**config.mk**
```make
export PLATFORM = sky130hd
export DESIGN_NAME = thermostat_ctrl
export DESIGN_NICKNAME = d
export VERILOG_FILES = /design/src/rtl/thermostat_ctrl.sv
export SDC_FILE = /design/constraint.sdc
export NUM_CORES = 1
export LEC_CHECK = 0
export CORE_MARGIN = 2
export CORE_UTILIZATION = 52
export CTS_BUF_LIST = sky130_fd_sc_hd__clkbuf_4 sky130_fd_sc_hd__clkbuf_8 sky130_fd_sc_hd__clkbuf_16
export DETAILED_ROUTE_END_ITERATION = 6
export PLACE_DENSITY_LB_ADDON = 0.05
export SLEW_MARGIN = 25
export SYNTH_ARGS = -nofsm -noshare
export SYNTH_HDL_FRONTEND = slang
export SYNTH_SLANG_ARGS = --single-unit
```
**constraint.sdc**
```tcl
create_clock -name clk -period 5.11 [get_ports clk]
set_input_delay 1.022 -clock clk [delete_from_list [all_inputs] [get_ports clk]]
set_output_delay 1.022 -clock clk [all_outputs]
set_load 0.02 [all_outputs]
```
**src/rtl/thermostat_ctrl.sv**
```systemverilog
// Thermostat controller: heat/cool hysteresis FSM with
// minimum dwell in each active mode and a sensor-timeout fault.
module thermostat_ctrl #(
  parameter int WIDTH     = 5,
  parameter int HEAT_ON   = 18,
  parameter int HEAT_OFF  = 20,
  parameter int COOL_ON   = 22,
  parameter int COOL_OFF  = 20,
  parameter int MIN_DWELL = 4,
  parameter int TIMEOUT   = 16
) (
  input  logic             clk,
  input  logic             rst,
  input  logic [WIDTH-1:0] temperature,
  input  logic             temp_valid,
  input  logic             heat_en,
  input  logic             cool_en,
  output logic             heating,
  output logic             cooling,
  output logic [1:0]       state,
  output logic             fault
);

  typedef enum logic [1:0] {
    S_IDLE  = 2'b00,
    S_HEAT  = 2'b01,
    S_COOL  = 2'b10,
    S_FAULT = 2'b11
  } state_t;

  localparam int DW = $clog2(MIN_DWELL + 1);
  localparam int WW = $clog2(TIMEOUT + 1);

  localparam logic [WIDTH-1:0] T_HON  = WIDTH'(HEAT_ON);
  localparam logic [WIDTH-1:0] T_HOFF = WIDTH'(HEAT_OFF);
  localparam logic [WIDTH-1:0] T_CON  = WIDTH'(COOL_ON);
  localparam logic [WIDTH-1:0] T_COFF = WIDTH'(COOL_OFF);

  localparam logic [DW-1:0] DWELL_MAX = DW'(MIN_DWELL);
  localparam logic [WW-1:0] WDOG_MAX  = WW'(TIMEOUT);
  localparam logic [WW-1:0] WDOG_TRIP = WW'(TIMEOUT - 1);

  // Reject illegal threshold ordering or counter limits at elaboration
  if (!(HEAT_ON < HEAT_OFF && HEAT_OFF <= COOL_OFF &&
        COOL_OFF < COOL_ON && MIN_DWELL >= 1 &&
        TIMEOUT >= 2)) begin : g_bad_params
    $error("thermostat_ctrl: illegal parameter set");
  end

  state_t        state_q, state_d;
  logic [DW-1:0] dwell_q, dwell_d;
  logic [WW-1:0] wdog_q, wdog_d;

  logic dwell_done;
  logic timeout;

  assign dwell_done = (dwell_q == DWELL_MAX);
  // Fault fires on the edge that would take the watchdog to TIMEOUT
  assign timeout = !temp_valid && (wdog_q >= WDOG_TRIP);

  // Next-state, dwell and watchdog computation
  always_comb begin
    state_d = state_q;
    dwell_d = '0;
    wdog_d  = wdog_q;

    if (temp_valid)
      wdog_d = '0;
    else if (wdog_q != WDOG_MAX)
      wdog_d = wdog_q + 1'b1;

    if (timeout) begin
      state_d = S_FAULT;
    end else begin
      unique case (state_q)
        S_IDLE: begin
          if (temp_valid) begin
            if (heat_en && temperature <= T_HON)
              state_d = S_HEAT;
            else if (cool_en && temperature >= T_CON)
              state_d = S_COOL;
          end
        end
        S_HEAT: begin
          if (!heat_en)
            state_d = S_IDLE;
          else if (temp_valid && dwell_done &&
                   temperature >= T_HOFF)
            state_d = S_IDLE;
        end
        S_COOL: begin
          if (!cool_en)
            state_d = S_IDLE;
          else if (temp_valid && dwell_done &&
                   temperature <= T_COFF)
            state_d = S_IDLE;
        end
        S_FAULT: begin
          if (temp_valid)
            state_d = S_IDLE;
        end
      endcase
    end

    // Dwell runs only while remaining in an active mode
    if ((state_q == S_HEAT || state_q == S_COOL) &&
        state_d == state_q) begin
      if (dwell_q != DWELL_MAX)
        dwell_d = dwell_q + 1'b1;
      else
        dwell_d = dwell_q;
    end
  end

  // State and counter registers with synchronous reset
  always_ff @(posedge clk) begin
    if (rst) begin
      state_q <= S_IDLE;
      dwell_q <= '0;
      wdog_q  <= '0;
    end else begin
      state_q <= state_d;
      dwell_q <= dwell_d;
      wdog_q  <= wdog_d;
    end
  end

  assign state   = state_q;
  assign heating = (state_q == S_HEAT);
  assign cooling = (state_q == S_COOL);
  assign fault   = (state_q == S_FAULT);

endmodule

```
## After elaboration in Yosys (flattened, before gate mapping)

Cells that the tools add are included.

- Register bits: 10
- Bits of input ports: 10
- Logic and storage cells: 40

- Add/sub/neg operators: 2
- Magnitude comparators: 5
- Eq/ne operators: 7
- Multiplexer cells: 10
- Bitwise gates (word level): 1
- Reduce and logical (&&, ||, !) cells: 12

Operators by type and width:

| kind | count |
|---|---|
| two-way mux 2 bit | 9 |
| >= comparator 5 bit, second input constant | 2 |
| <= comparator 5 bit, second input constant | 2 |
| case mux 2 bit (4 select lines) | 1 |
| logical AND 1 bit | 7 |
| adder 5 x 1 -> 5 bit, second input constant | 1 |
| >= comparator 5 x 4 -> 1 bit, second input constant | 1 |
| inequality test 5 bit, second input constant | 1 |
| == test 2 bit, second input constant | 2 |
| OR reduction 2 bit | 2 |
| adder 3 x 1 -> 3 bit, second input constant | 1 |
| == test 3 bit, second input constant | 1 |
| inequality test 3 bit, second input constant | 1 |
| == test 2 x 1 -> 1 bit, second input constant | 1 |
| == test 2 bit | 1 |
| logical NOT 2 bit | 1 |
| logical NOT 1 bit | 1 |
| logical OR 1 bit | 1 |
| inverter 1 bit | 1 |

## Logic depth before layout (Yosys ltp)

Gate-level depths: netlist of run 1.

- Depth after elaboration: 11
- Depth in mapped cells: 8
- Mapped depth without buffers: 8

## Worst setup path before layout of run 1

Ideal clock, no wire load.

- Path type: input to register
- Start: in temperature[2]
- End: reg dwell_q[0]
- Setup time: 133 ps
- Data arrival time: 1976 ps
- Required time: 4977 ps
- Slack: 3001 ps
- Stages on the path: 5
- Path buffers: 0
- Cells stage by stage: o21a_1 > o31a_1 > a2bb2oi_1 > nor4_2 > nor4_1

- Longest elaborated chain between the ends: 11

RTL lines:

| item | line | source |
|---|---|---|
| start: declaration | 14 | `input logic [WIDTH-1:0] temperature,` |
| >= comparator 5 bit | 80 | `else if (cool_en && temperature >= T_CON)` |
| logical AND 1 bit | 80 |  |
| two-way mux 2 bit | 80 |  |
| two-way mux 2 bit | 78 | `if (heat_en && temperature <= T_HON)` |
| two-way mux 2 bit | 77 | `if (temp_valid) begin` |
| case mux 2 bit (4 select lines) (*) | 75 | `unique case (state_q)` |
| two-way mux 2 bit (*) | 72 | `if (timeout) begin` |
| == test 2 bit (*) | 107 | `state_d == state_q) begin` |
| logical AND 1 bit (*) | 106 | `if ((state_q == S_HEAT \|\| state_q == S_COOL) &&` |
| inverter 1 bit (no line) (*) | n/a |  |
| OR reduction 2 bit (no line) (*) | n/a |  |
| end signal: assignment | 123 | `dwell_q <= dwell_d;` |
| end: declaration | 51 | `logic [DW-1:0] dwell_q, dwell_d;` |

Every way passes the cells marked *; elsewhere a longest branch is shown, timed or not.
A chain may end at the register's enable or synchronous reset.

## Worst setup path after layout of run 1

- Start: reg state_q[0] (netlist: state[0])
- End: out cooling

- Longest elaborated chain between the ends: 1

RTL lines:

| item | line | source |
|---|---|---|
| start: declaration | 50 | `state_t state_q, state_d;` |
| start signal: assignment | 122 | `state_q <= state_d;` |
| == test 2 bit | 130 | `assign cooling = (state_q == S_COOL);` |
| end: declaration | 19 | `output logic cooling,` |

No other way between the ends.

==> results of run 1 <==
## worst reg2reg max path: cells and delay by family, from the launching register on
family,cells,cell delay [ns]
AO/OA/AOI/OAI,1,0.12
adder cells (fa/ha/maj),2,0.40
flip-flops,1,0.33
AND/OR/NAND/NOR,4,0.83
## layout by cell type, fill, tap and decap left out
cell type,count
a211oi_1,4
a21oi_1,3
a21oi_2,1
a221oi_2,1
a2bb2oi_1,1
a311o_1,1
and3_1,2
and3_4,1
clkbuf_4,3
clkbuf_8,1
clkdlybuf4s50_1,14
dfxtp_1,10
ha_1,9
inv_1,8
mux2i_1,2
nand2_1,5
nand2b_1,1
nand3_1,2
nand3b_1,1
nand4_1,1
nor2_1,4
nor2b_1,2
nor3_1,6
nor4_1,4
nor4_2,1
nor4b_1,1
o21a_1,2
o21ai_0,3
o31a_1,1
xnor2_1,3
xor2_1,1
## cells by family (layout without fill, tap and decap cells)
| kind of cell | Yosys count | in the layout | synth area share, % |
|---|---|---|---|
| and+or+nand+nor | 31 | 31 | 24.7 |
| DFF | 10 | 10 | 28.0 |
| buffers and inverters | 10 | 26 | 6.29 |
| muxes | 2 | 2 | 2.80 |
| AOI/OAI and AO/OA | 17 | 17 | 17.7 |
| adders and majority gates | 9 | 9 | 15.7 |
| xor gates and xnor gates | 4 | 4 | 4.90 |
## report_power, final
part / total (mW) / internal [mW] / switching (mW)
Clock: 0.0705 / 0.0433 / 0.0272
Sequential: 0.0830 / 0.0800 / 0.00297
Combinational: 0.0357 / 0.0182 / 0.0175
## routing by layer
layer	GRT usage (%)	up-vias	wire length, um	part of all wire, %
met4	4.84	0	7	0.47
met1	29.1	297	740	50
li1	-	333	-	-
met2	32.0	22	641	43
met3	8.15	2	100	6.7
met5	0	-	0	0
## through the flow
step | utilization [%] | hold WS, ns | cells | cell area, um^2
after floorplan | - | 0.515 | 83 | 716
after global placement | 66.1 | 0.563 | 110 | 860
after detailed placement | 66.1 | 0.571 | 110 | 860
after CTS | 68.8 | 0.586 | 114 | 896
after global routing | 68.8 | 0.607 | 114 | 896
final | 68.8 | 0.575 | 114 | 896
## state kept, by name, indices dropped and copies added, names as in the netlist
| name | flops |
|---|---|
| wdog_q | 5 |
| dwell_q | 3 |
| state | 2 |
## cell type report
type / instances / share of cell area, %
Multi-Input combinational cell: 63 / 52.5
Sequential cell: 10 / 22.3
Timing Repair Buffer: 14 / 15.6
Clock buffer: 4 / 4.05
Inverter: 8 / 3.35
Tap cell: 15 / 2.09
## final timing paths
kind | startpoint | endpoint | slack, ns | depth (start not counted)
max | state[0]$_SDFF_PP0_ | cooling | 2.45 | 3
max reg2reg | wdog_q[0]$_SDFFE_PP0P_ | dwell_q[1]$_SDFFE_PP0P_ | 3.31 | 7
min | dwell_q[1]$_SDFFE_PP0P_ | dwell_q[1]$_SDFFE_PP0P_ | 0.57 | 2
min reg2reg | dwell_q[1]$_SDFFE_PP0P_ | dwell_q[1]$_SDFFE_PP0P_ | 0.57 | 2
==> flow_metrics.tcl, run 1 <==
set metrics [dict create \
    status "complete, no violations" \
    final-hold-violation-count 0 \
    final_layout_size_suffix_gt1_share_pct 8.08 \
    maxCapViolations 0 \
    maxSlewViolCount 0 \
    tightestPinTransition_ns 0.555 \
    grt_setup_unrepaired "false" \
    crit_slowest_cell "clkdlybuf4s50_1" \
    post_cts.resized_instances 0 \
    maximum_number_of_pins_on_one_net_before_global_route_repair 11 \
    vdd_ir_drop_max_mv 0.175 \
    family_of_cells_with_the_greatest_summed_delay_on_the_critical_path "buffers and inverters" \
    clock_sink_count 10 \
    power.density_nw_per_um2 211 \
    yosys_warnings 0 \
    setup_viol 0 \
    yosys_register_bits 10 \
    placementRows 13 \
    period_minus_slack_ns 2.66 \
    ff_latch_area_um2 200 \
    pin_count 15 \
    track_usage_pct 21.5 \
    cts_htree_levels 1 \
    route.detailed.wl_per_inst_um 13.1 \
    syn-num-nets 102 \
    clk_transition_reported_paths_ns 0.06 \
    floorplan.initialDensity_pct 55.0 \
    clock-skew-final_ns 0.00469 \
    fp.coreArea_um2 1300 \
    detail_route.wirelength_mm 1.49 \
    place.gp.congestion 0.835 \
    critical_path_buf_inv_count 2 \
    worst_setup_path_class "flip-flop to output port" \
    via_count 654 \
    max-clock-path-buffers 2 \
    clock-root-buffer "clkbuf_4" \
    synth_area_per_cell_um2 8.62 \
    synth-edff-count 0 \
    netlist.top_cell.by_area "dfxtp_1" \
    dpl.hpwl_mm 1.19 \
    numCtsBuffers 3 \
    post-route-drc-count 0 \
    synth.yosys.seq_area_share_pct 28.0 \
    fp.dieH_um 41.1 \
    detail_route_antenna_nets 0 \
    timing.fmax_mhz 376 \
    fp.dieW_um 41.1 \
    die_area_um2 1690 \
    power.leakage_nw 0.324 \
    timing.critical_path.arrival_ns 1.63 \
    setup.worst_path.end_class "output port" \
    fin_nets 119 \
    synthFlopType "dfxtp_1" \
    syn_std_cell_area_um2 716 \
    worst-path-max-fanout 7 \
    slew_headroom_pct 62.7 \
    finalPower_uw 189 \
    yosys.area.top_type_share_pct 28.0 \
    multiInputGateArea_um2 470 \
    global_route_wire_length_before_repair_mm 2.35 \
    crit_path_start_kind "flip-flop" \
    yosys.cell_count.top_type "dfxtp_1" \
    vias_per_cell 5.74 \
    number_of_buffers_added_for_setup_after_cts 0 \
    first_global_vias 553 \
    fill_cells 115 \
    synth.distinct_cells 30 \
    antenna_violations_before_repair 0 \
    fin_crit_sh_pct 52.0 \
    crit_required_ns 4.09 \
    post-place-ws_ns 2.25 \
    timing.final.ws_setup_ns 2.45 \
    clock_network_latency_to_the_later_pin_of_the_worst_skew_pair_ns 0.26 \
    synth_top_cells_by_count "10 x dfxtp_1, 9 x ha_1, 8 x inv_1" \
    dr.first_iter.drc_count 29 \
    num_antenna_cells 0 \
    netlist_top_cells_area "dfxtp_1 28%, ha_1 16%, nor3_1 4.2%" \
    synthesis.instances 83 \
    fin_setup_tns_ns 0 \
    timing.critical_path.cells "inv_1 -> ha_1 -> clkdlybuf4s50_1" \
    synth_async_sr_flop_share_pct 0 \
    min_path_type "flip-flop to flip-flop" \
    drt-pass1-iter-count 4 \
    critical_path.max_stage_delay_ns 0.55 \
    tritoncts "yes" \
    area_delta_synth_final_pct 25.2 \
    placement.io_buffers 14 \
    grt_remaining_overflow 0 \
    cts_hold_buffers 0 \
]
Power figures use the tool's default switching activity.
==> inputs of run 2 (changes only) <==
--- a/config.mk
+++ b/config.mk
@@ -5,8 +5,9 @@
 export SDC_FILE = /design/constraint.sdc
 export NUM_CORES = 1
 export LEC_CHECK = 0
+export CORE_ASPECT_RATIO = 1.25
 export CORE_MARGIN = 2
-export CORE_UTILIZATION = 52
+export CORE_UTILIZATION = 44
 export CTS_BUF_LIST = sky130_fd_sc_hd__clkbuf_4 sky130_fd_sc_hd__clkbuf_8 sky130_fd_sc_hd__clkbuf_16
 export DETAILED_ROUTE_END_ITERATION = 6
 export PLACE_DENSITY_LB_ADDON = 0.05
==> constraint.sdc (replaced) <==
create_clock -name clk -period 2.2 [get_ports clk]
set_input_delay 0.44 -clock clk [delete_from_list [all_inputs] [get_ports clk]]
set_output_delay 0.44 -clock clk [all_outputs]
set_load 0.02 [all_outputs]
==> run 2 against run 1 <==
Compared with the run above:
- combinational power rose by 140%
- critical path depth stayed put
- wire length up 1.9%
- global-route usage shrank 3.2 points
- utilization shrank 9.0 points
- flip-flop and latch count stayed put
- design area rose by 2.9%
- largest power group unchanged
==> flow_metrics.tcl, run 2 (synthesis results as in run 1) <==
set metrics [dict create \
    status "complete, no violations" \
    clock_network_latency_to_the_later_pin_of_the_worst_skew_pair_ns 0.26 \
    combinational_power_share_pct 19.7 \
    first_global_vias 599 \
    layout.cells.most_common_list "14 x clkdlybuf4s50_1, 10 x dfxtp_1, 9 x ha_1" \
    via_count 662 \
    numCtsBuffers 3 \
    place.gp.congestion 0.844 \
    global_route_wire_length_before_repair_mm 2.50 \
    clock-root-buffer "clkbuf_4" \
    track_usage_pct 18.3 \
    grt_setup_unrepaired "false" \
    post-route-drc-count 0 \
    filler_free_cell_count_of_the_finished_design 120 \
    detail_route_antenna_nets 0 \
    switching_fraction_pct 24.7 \
    clock_sink_count 10 \
    power.share.clock_pct 36.5 \
    detail_route.wirelength_mm 1.52 \
    period_minus_slack_ns 2.10 \
    dr.first_iter.drc_count 12 \
    largest_reg_flops 5 \
    slew_headroom_pct 63.9 \
    setup.worst_path.end_class "output port" \
    die_area_um2 1970 \
    cts_htree_levels 1 \
    crit_path_start_kind "flip-flop" \
    fp.dieW_um 40.1 \
    worst_hold_slack_ns 0.559 \
    drt-pass1-iter-count 4 \
    cts_hold_buffers 0 \
    min_path_type "flip-flop to flip-flop" \
    num_antenna_cells 0 \
    maxSlewViolCount 0 \
    timing.fmax_mhz 477 \
    register_with_the_highest_flop_count "wdog_q" \
    worst-path-max-fanout 6 \
    dpl.hpwl_mm 1.22 \
    switchingPower_uw 109 \
    setup_viol 0 \
    vdd_ir_drop_max_mv 0.235 \
    fin_crit_sh_pct 95.4 \
    worst_setup_path_class "flip-flop to output port" \
    power.leakage_nw 0.339 \
    power.sequential.fraction_pct 43.8 \
    final-hold-violation-count 0 \
    fill_cells 140 \
    placementRows 16 \
    antenna_violations_before_repair 0 \
    fin_setup_tns_ns 0 \
    clk_transition_reported_paths_ns 0.07 \
    final_layout_size_suffix_gt1_share_pct 10.8 \
    fin_nets 122 \
    ff_latch_area_um2 200 \
    post_cts.resized_instances 0 \
    max-clock-path-buffers 2 \
    area_delta_synth_final_pct 28.8 \
    fp.coreArea_um2 1540 \
    clock-skew-final_ns 0.00682 \
    vias_per_cell 5.52 \
    power.density_nw_per_um2 478 \
    dp_cells 116 \
    placement.io_buffers 14 \
    route.detailed.wl_per_inst_um 12.7 \
    maxCapViolations 0 \
    maximum_number_of_pins_on_one_net_before_global_route_repair 9 \
    pin_count 15 \
    floorplan.initialDensity_pct 46.4 \
    fp.dieH_um 49.1 \
    tritoncts "yes" \
    leading_cell_type_in_the_layout_fill_and_taps_excluded "clkdlybuf4s50_1" \
    timing.critical_path.arrival_ns 1.66 \
    grt_remaining_overflow 0 \
    power_report.internal_total_uw 332 \
    tightestPinTransition_ns 0.537 \
    number_of_buffers_added_for_setup_after_cts 0 \
    multiInputGateArea_um2 470 \
    crit_required_ns 1.76 \
]
-- run 2: cell types whose count changed in the layout (fill, tap and decap cells not counted), sizes merged --
cell	change
buf	+3
-- run 2: final cells by class --
| class | instances | share of cell area, % |
|---|---|---|
| well taps | 18 | 2.44 |
| multi-input cells | 63 | 51.0 |
| flip-flops and latches | 10 | 21.7 |
| clock buffers | 4 | 3.93 |
| repair buffers | 17 | 17.6 |
| inverters | 8 | 3.26 |
-- run 2: per-layer routing --
layer	routed length [um]	track usage, %
met1	663	20.6
met2	741	29.6
met3	67	4.11
met4	45	10.3
met5	0	0
-- run 2: stage by stage --
step	power, mW	area [um^2]	utilization [%]	setup slack, ns
2_1_floorplan	0.246	716	-	0.559
3_3_place_gp	0.283	886	57.5	0.107
3_5_place_dp	0.283	886	57.5	0.0765
4_1_cts	0.446	922	59.8	0.107
5_1_grt	0.466	922	59.8	0.0600
6_report	0.441	922	59.8	0.101
-- run 2: final timing paths --
kind	slack, ns	end	depth (start not counted)	from
worst max-delay path	0.10	heating	3	state[1]$_SDFF_PP0_
worst min-delay path	0.56	dwell_q[1]$_SDFFE_PP0P_	2	dwell_q[1]$_SDFFE_PP0P_
worst max register to register	0.42	dwell_q[1]$_SDFFE_PP0P_	6	state[1]$_SDFF_PP0_
worst min register to register	0.56	dwell_q[1]$_SDFFE_PP0P_	2	dwell_q[1]$_SDFFE_PP0P_
-- run 2: worst max-delay path: stages (launching register included) --
cell,delay (ns)
dfxtp_1,0.47
inv_1,0.15
ha_1,0.23
clkdlybuf4s50_1,0.55
-- run 2: power groups by stage --
| stage | Clock (mW) | Sequential (mW) | Combinational, mW |
|---|---|---|---|
| detailed placement | 0 | 0.197 | 0.0865 |
| global placement | 0 | 0.197 | 0.0859 |
| global route | 0.177 | 0.194 | 0.0951 |
| CTS | 0.166 | 0.193 | 0.0872 |
| finish | 0.161 | 0.193 | 0.0867 |
| floorplan | 0 | 0.197 | 0.0484 |
==> inputs of run 3 (changes only) <==
--- a/config.mk
+++ b/config.mk
@@ -11,6 +11,7 @@
 export CTS_BUF_LIST = sky130_fd_sc_hd__clkbuf_4 sky130_fd_sc_hd__clkbuf_8 sky130_fd_sc_hd__clkbuf_16
 export DETAILED_ROUTE_END_ITERATION = 6
 export PLACE_DENSITY_LB_ADDON = 0.05
+export SETUP_SLACK_MARGIN = 0.05
 export SLEW_MARGIN = 25
 export SYNTH_ARGS = -nofsm -noshare
 export SYNTH_HDL_FRONTEND = slang
==> results of run 3 <==
Same layout as run 2: the final DEF is identical, and so are final timing and power.
